--- config.mk ---
export PLATFORM = sky130hd
export DESIGN_NAME = tilelink_ad_arbiter
export DESIGN_NICKNAME = d
export VERILOG_FILES = /design/src/rtl/tilelink_ad_arbiter.sv
export SDC_FILE = /design/constraint.sdc
export NUM_CORES = 1
export LEC_CHECK = 0
export BUFFER_PORTS_ARGS = -buffer_cell sky130_fd_sc_hd__buf_2
export CAP_MARGIN = 25
export CORE_AREA = 3 3 152 154
export DETAILED_ROUTE_END_ITERATION = 7
export DIE_AREA = 0 0 155 157
export GPL_TIMING_DRIVEN = 1
export PLACE_DENSITY_LB_ADDON = 0.1
export RECOVER_POWER = 100
export SYNTH_ARGS = -nofsm -noshare
export SYNTH_HDL_FRONTEND = slang
export SYNTH_SLANG_ARGS = --single-unit
--- constraint.sdc ---
create_clock -name clock -period 9.96 [get_ports clock]
set_input_delay 0.996 -clock clock [delete_from_list [all_inputs] [get_ports clock]]
set_output_delay 0.996 -clock clock [all_outputs]
set_load 0.05 [all_outputs]
--- src/rtl/tilelink_ad_arbiter.sv ---
// tilelink_ad_arbiter: two-master to one-slave TileLink-UL A/D arbiter.
// Round-robin A grant, one transaction in flight, A/D beat counting, and
// D response routing back to the owning master.
// Ports:
//   clock, reset            rising-edge clock, asynchronous active-low reset
//   mN_a_*  (N = 0, 1)      A channel from master N (ready out, valid/bits in)
//   mN_d_*                  D channel to master N (valid/bits out, ready in)
//   s_a_*                   A channel to the slave (valid/bits out, ready in)
//   s_d_*                   D channel from the slave (valid/bits in, ready out)
//   grant                   one-hot current owner, 0 when idle
//   err                     sticky watchdog error flag
// Optional feature: define TL_ARB_WATCHDOG_EN to build the D_WAIT watchdog.
module tilelink_ad_arbiter #(
    parameter int TIMEOUT  = 255,
    parameter int MAX_SIZE = 6
) (
    input  logic        clock,
    input  logic        reset,
    output logic        m0_a_ready,
    input  logic        m0_a_valid,
    input  logic [2:0]  m0_a_bits_opcode,
    input  logic [2:0]  m0_a_bits_param,
    input  logic [3:0]  m0_a_bits_size,
    input  logic        m0_a_bits_source,
    input  logic [31:0] m0_a_bits_address,
    input  logic [3:0]  m0_a_bits_mask,
    input  logic [31:0] m0_a_bits_data,
    input  logic        m0_d_ready,
    output logic        m0_d_valid,
    output logic [2:0]  m0_d_bits_opcode,
    output logic [1:0]  m0_d_bits_param,
    output logic [3:0]  m0_d_bits_size,
    output logic        m0_d_bits_source,
    output logic        m0_d_bits_sink,
    output logic [1:0]  m0_d_bits_addr_lo,
    output logic [31:0] m0_d_bits_data,
    output logic        m0_d_bits_error,
    output logic        m1_a_ready,
    input  logic        m1_a_valid,
    input  logic [2:0]  m1_a_bits_opcode,
    input  logic [2:0]  m1_a_bits_param,
    input  logic [3:0]  m1_a_bits_size,
    input  logic        m1_a_bits_source,
    input  logic [31:0] m1_a_bits_address,
    input  logic [3:0]  m1_a_bits_mask,
    input  logic [31:0] m1_a_bits_data,
    input  logic        m1_d_ready,
    output logic        m1_d_valid,
    output logic [2:0]  m1_d_bits_opcode,
    output logic [1:0]  m1_d_bits_param,
    output logic [3:0]  m1_d_bits_size,
    output logic        m1_d_bits_source,
    output logic        m1_d_bits_sink,
    output logic [1:0]  m1_d_bits_addr_lo,
    output logic [31:0] m1_d_bits_data,
    output logic        m1_d_bits_error,
    input  logic        s_a_ready,
    output logic        s_a_valid,
    output logic [2:0]  s_a_bits_opcode,
    output logic [2:0]  s_a_bits_param,
    output logic [3:0]  s_a_bits_size,
    output logic        s_a_bits_source,
    output logic [31:0] s_a_bits_address,
    output logic [3:0]  s_a_bits_mask,
    output logic [31:0] s_a_bits_data,
    output logic        s_d_ready,
    input  logic        s_d_valid,
    input  logic [2:0]  s_d_bits_opcode,
    input  logic [1:0]  s_d_bits_param,
    input  logic [3:0]  s_d_bits_size,
    input  logic        s_d_bits_source,
    input  logic        s_d_bits_sink,
    input  logic [1:0]  s_d_bits_addr_lo,
    input  logic [31:0] s_d_bits_data,
    input  logic        s_d_bits_error,
    output logic [1:0]  grant,
    output logic        err
);
    typedef enum logic [1:0] {IDLE, A_BURST, D_WAIT} state_e;

    state_e      state_q, state_d;
    logic        ptr_q, ptr_d;
    logic        owner_q, owner_d;
    logic [4:0]  cnt_q, cnt_d;
    logic [1:0]  grant_q, grant_d;
    logic        err_q, err_d;
    logic [7:0]  wd_q, wd_d;
    logic [1:0]  a_vld;
    logic        sel, a_open, d_open, a_hs, d_hs;
    logic [3:0]  sz_c;
    logic [4:0]  nb;

    assign a_vld = {m1_a_valid, m0_a_valid};

    // In IDLE the preferred master wins unless only the other one is asking;
    // once a transaction is running the owner holds the A path.
    assign sel = (state_q == IDLE) ? ((a_vld[ptr_q] || !a_vld[~ptr_q]) ? ptr_q : ~ptr_q) : owner_q;

    // Valid/ready outputs are gated with reset so they are 0 while in reset.
    assign a_open     = reset && (state_q != D_WAIT);
    assign d_open     = reset && (state_q == D_WAIT);
    assign s_a_valid  = a_open && a_vld[sel];
    assign m0_a_ready = a_open && !sel && s_a_ready;
    assign m1_a_ready = a_open && sel && s_a_ready;
    assign a_hs       = s_a_valid && s_a_ready;

    assign s_a_bits_opcode  = sel ? m1_a_bits_opcode  : m0_a_bits_opcode;
    assign s_a_bits_param   = sel ? m1_a_bits_param   : m0_a_bits_param;
    assign s_a_bits_size    = sel ? m1_a_bits_size    : m0_a_bits_size;
    assign s_a_bits_source  = sel ? m1_a_bits_source  : m0_a_bits_source;
    assign s_a_bits_address = sel ? m1_a_bits_address : m0_a_bits_address;
    assign s_a_bits_mask    = sel ? m1_a_bits_mask    : m0_a_bits_mask;
    assign s_a_bits_data    = sel ? m1_a_bits_data    : m0_a_bits_data;

    assign m0_d_valid = d_open && !owner_q && s_d_valid;
    assign m1_d_valid = d_open && owner_q && s_d_valid;
    assign s_d_ready  = d_open && (owner_q ? m1_d_ready : m0_d_ready);
    assign d_hs       = s_d_valid && s_d_ready;

    assign m0_d_bits_opcode  = s_d_bits_opcode;
    assign m0_d_bits_param   = s_d_bits_param;
    assign m0_d_bits_size    = s_d_bits_size;
    assign m0_d_bits_source  = s_d_bits_source;
    assign m0_d_bits_sink    = s_d_bits_sink;
    assign m0_d_bits_addr_lo = s_d_bits_addr_lo;
    assign m0_d_bits_data    = s_d_bits_data;
    assign m0_d_bits_error   = s_d_bits_error;
    assign m1_d_bits_opcode  = s_d_bits_opcode;
    assign m1_d_bits_param   = s_d_bits_param;
    assign m1_d_bits_size    = s_d_bits_size;
    assign m1_d_bits_source  = s_d_bits_source;
    assign m1_d_bits_sink    = s_d_bits_sink;
    assign m1_d_bits_addr_lo = s_d_bits_addr_lo;
    assign m1_d_bits_data    = s_d_bits_data;
    assign m1_d_bits_error   = s_d_bits_error;

    // Beats of 32 bit: max(1, bytes / 4), with the size clamped first.
    assign sz_c = (s_a_bits_size > 4'(MAX_SIZE)) ? 4'(MAX_SIZE) : s_a_bits_size;
    assign nb   = (sz_c <= 4'd2) ? 5'd1 : 5'(32'd1 << (sz_c - 4'd2));

    assign grant = grant_q;

    always_comb begin
        state_d = state_q;
        ptr_d   = ptr_q;
        owner_d = owner_q;
        cnt_d   = cnt_q;
        grant_d = grant_q;
        err_d   = err_q;
        wd_d    = 8'd0;
        case (state_q)
            IDLE: begin
                if (a_hs) begin
                    owner_d = sel;
                    grant_d = sel ? 2'b10 : 2'b01;
                    if ((s_a_bits_opcode == 3'd0 || s_a_bits_opcode == 3'd1) && nb > 5'd1) begin
                        state_d = A_BURST;
                        cnt_d   = nb - 5'd1;
                    end else begin
                        state_d = D_WAIT;
                        cnt_d   = (s_a_bits_opcode == 3'd4) ? nb : 5'd1;
                    end
                end
            end
            A_BURST: begin
                if (a_hs) begin
                    cnt_d = cnt_q - 5'd1;
                    if (cnt_q == 5'd1) begin
                        state_d = D_WAIT;
                        cnt_d   = 5'd1;
                    end
                end
            end
            D_WAIT: begin
                if (d_hs) begin
                    cnt_d = cnt_q - 5'd1;
                    if (cnt_q == 5'd1) begin
                        state_d = IDLE;
                        grant_d = 2'b00;
                        ptr_d   = ~owner_q;
                    end
                end
            end
            default: state_d = IDLE;
        endcase
`ifdef TL_ARB_WATCHDOG_EN
        // Counts stalled D_WAIT cycles; firing abandons the transaction.
        if (state_q == D_WAIT && !d_hs) begin
            wd_d = wd_q + 8'd1;
            if (wd_q == 8'(TIMEOUT - 1)) begin
                err_d   = 1'b1;
                state_d = IDLE;
                grant_d = 2'b00;
                ptr_d   = ~owner_q;
                cnt_d   = 5'd0;
                wd_d    = 8'd0;
            end
        end
`endif
    end

    always_ff @(posedge clock or negedge reset) begin
        if (!reset) begin
            state_q <= IDLE;
            ptr_q   <= 1'b0;
            owner_q <= 1'b0;
            cnt_q   <= 5'd0;
            grant_q <= 2'b00;
            err_q   <= 1'b0;
            wd_q    <= 8'd0;
        end else begin
            state_q <= state_d;
            ptr_q   <= ptr_d;
            owner_q <= owner_d;
            cnt_q   <= cnt_d;
            grant_q <= grant_d;
            err_q   <= err_d;
            wd_q    <= wd_d;
        end
    end

`ifdef TL_ARB_WATCHDOG_EN
    assign err = err_q;
`else
    // Without the watchdog the counter and flag stay at their reset values.
    logic unused_wd;
    assign unused_wd = ^{wd_q, err_q, 8'(TIMEOUT)};
    assign err = 1'b0;
`endif
endmodule

==> results.py <==
metrics = {
    "routing": {
        "drtPass1Iterations": 4,
        "wirelength_um": 12700,
        "detail-route-antenna-nets": 0,
        "viasPerCell": 3.93,
        "drc": 0,
        "num_vias": 3682,
        "wire_per_inst_um": 13.6,
        "drt-initial-drc-count": 249,
    },
    "power": {
        "ir_worst_vdd_uv": 113,
        "power.density_mw_per_mm2": 365,
        "p_leak_uw": 0.00203,
    },
    "global_route": {
        "grt_max_degree": 87,
        "antenna_found_initial": 0,
        "grt_pass1_wl_um": 18600,
        "track_usage": 0.0926,
        "overflow": 0,
        "first_global_vias": 3595,
    },
    "yosys": {
        "synth_cells": 516,
        "yosys_most_used_dff": "dfrtp_1",
        "yosysSeqAreaShare": 0.0934,
        "syn_nets": 735,
        "synth_top_area_cell": "nand2_1",
        "yosys-top-cells-area": "nand2_1, buf_4, dfrtp_1",
        "synth_cell_types": 54,
        "syn_area_mm2": 0.00295,
        "synth_seq_cells": 11,
        "ys_async_sr_fraction": 1.00,
        "syn_avg_cell_area_um2": 5.71,
        "ys_warn_count": 0,
        "synth_edf_count": 0,
        "synth_top_area_share": 0.325,
    },
    "clock_network": {
        "holdBufCountCts": 0,
        "htree_levels": 1,
        "cts_buffers": 3,
        "tritoncts": "built",
        "insertion_delay_ns": 0.24,
        "cts_buffer_depth": 2,
        "cts_resized": 0,
        "cts_root_buf": "clkbuf_16",
        "cts_setup_buffers": 0,
        "path_clk_slew_ns": 0.05,
        "clock_sinks": 11,
    },
    "timing": {
        "min_period_over_period": 0.667,
        "tns_ns": 0,
        "worstMarginPinSlew_ns": 2.13,
        "setup_viol": 0,
        "rsz0062_at_grt": "no",
        "fmax_ghz": 0.150,
        "finClkSkew_ns": 0.00489,
        "layout_setup_ws_ns": 3.31,
        "hold_viol_final": 0,
        "slew_headroom": -0.422,
        "min_period_ns": 6.65,
        "slew_violations": 97,
    },
    "die": {
        "core_area_mm2": 0.0218,
        "die_x_um": 155,
        "fp-row-count": 54,
        "die_h_um": 157,
        "io_pins": 392,
        "start_util": 0.135,
        "die-area_mm2": 0.0243,
    },
    "min_path": {
        "hold_class": "flop to flop",
    },
    "finish": {
        "n_antenna_cell": 0,
        "multi_input_area_mm2": 0.00184,
        "utilization": 0.172,
        "layout-drive-gt1-share": 0.277,
        "seq_area_um2": 275,
        "area_growth_pct": 27.1,
        "nNetsFinal": 876,
        "fillerInstances": 2617,
        "layout_commonest_cell": "nand2_1",
        "final_area_mm2": 0.00375,
        "final_cell_mix": "nand2_1, buf_2, clkbuf_1, nor2_1, dfrtp_1",
    },
    "placement": {
        "dp_hpwl_um": 10500,
        "place_area_mm2": 0.00378,
        "io_buffers": 252,
        "gp_congestion": 0.837,
        "post-place-ws_ns": 5.11,
    },
    "setup_path": {
        "crit_required_ns": 8.96,
        "critPathCaptureType": "primary output",
        "path_delay_family": "buffers and inverters",
        "crit_slowest_cell": "clkbuf_1",
        "worstPathCellList": "clkbuf_1, o21bai_1, a21boi_0, nor2b_4, clkbuf_1, clkbuf_1, nand2_1, nand2_1, clkbuf_1",
        "crit_type": "primary input to primary output",
        "start_kind": "primary input",
        "cpMostUsedCell": "clkbuf_1",
        "cp_max_fo": 48,
        "slowest_delay_ns": 1.57,
        "worst-path-buf-inv": 4,
        "cp_data_arrival_time_ns": 5.65,
    },
    "status": {
        "violations": "max-capacitance violations, max-slew violations",
        "status": "finished, violations left",
    },
    "run": {
        "drv_cap": 2,
    },
}
state kept, by name, indices dropped and copies added (netlist names):
register / flops
owner_q: 1
ptr_q: 1
cnt_q: 5
state_q: 2
grant: 2
final timing paths:
| kind | endpoint | startpoint | cells past startpoint | slack, ns |
|---|---|---|---|---|
| worst max-delay path | s_a_bits_data[0] | m1_a_valid | 9 | 3.31 |
| worst min register to register | ptr_q | ptr_q | 2 | 0.55 |
| worst min-delay path | ptr_q | ptr_q | 2 | 0.55 |
| min in group asynchronous | ptr_q | reset | 1 | 0.83 |
| worst max register to register | cnt_q[3] | state_q[0] | 9 | 4.35 |
| max in group asynchronous | cnt_q[2] | reset | 1 | 8.62 |
synthesized netlist by cell type (all sizes together), types with 7 or more instances:
cell and count:
o21ai 10, o31ai 7, nor3 8, ha 7
clkbuf 13, nand2 255, dfrtp 11, a21oi 9
nand3 8, buf 106, nor2 12, inv 9
layout make-up:
cell class / instances / share of cell area
sequential: 11 / 0.0735
inverter: 9 / 0.00902
multi-input combinational: 377 / 0.491
clock buffer: 4 / 0.0210
timing repair buffer: 255 / 0.312
tap: 280 / 0.0935
routing by layer:
| layer | part of all wire | global-route usage |
|---|---|---|
| met3 | 0.091 | 0.0203 |
| met4 | 0.016 | 0.0223 |
| met1 | 0.38 | 0.106 |
| met5 | 0 | 0 |
| met2 | 0.51 | 0.175 |
report_power, final:
part           total (uW)  internal, uW  switching (uW)  leakage [uW]
Sequential           89.9          64.0            25.9      0.000141
Clock                75.9          54.0            22.0     0.0000382
Combinational        1200           255             946       0.00185
Total                1370           373             994       0.00203
worst register-to-register path, cell delays in order (launching register included):
cell and delay (ns):
dfrtp_1 0.43, inv_1 0.11, ha_1 0.37, nand2b_1 0.19, nor2b_4 0.14, clkbuf_1 1.51, clkbuf_1 1.61, o21ai_0 0.59
a21oi_1 0.40, o31ai_1 0.13
through the flow:
stage          total power (uW)  hold WS, ns  std cells
3_5_place_dp               1340        0.536        932
6_report                   1370        0.548        936
3_3_place_gp               1340        0.524        932
5_1_grt                    1470        0.568        936
2_1_floorplan              1140        0.473        516
4_1_cts                    1420        0.548        936
cells by family after synthesis:
group	count (synthesis)	synth area share
AO/OA/AOI/OAI	51	0.126
adder cells (fa/ha/maj)	7	0.0297
buffers and inverters	128	0.287
flip-flops	11	0.0934
multiplexers	7	0.0289
other	1	0.00127
AND/OR/NAND/NOR	311	0.434
Note: power is estimated with default switching activity, not from simulation.
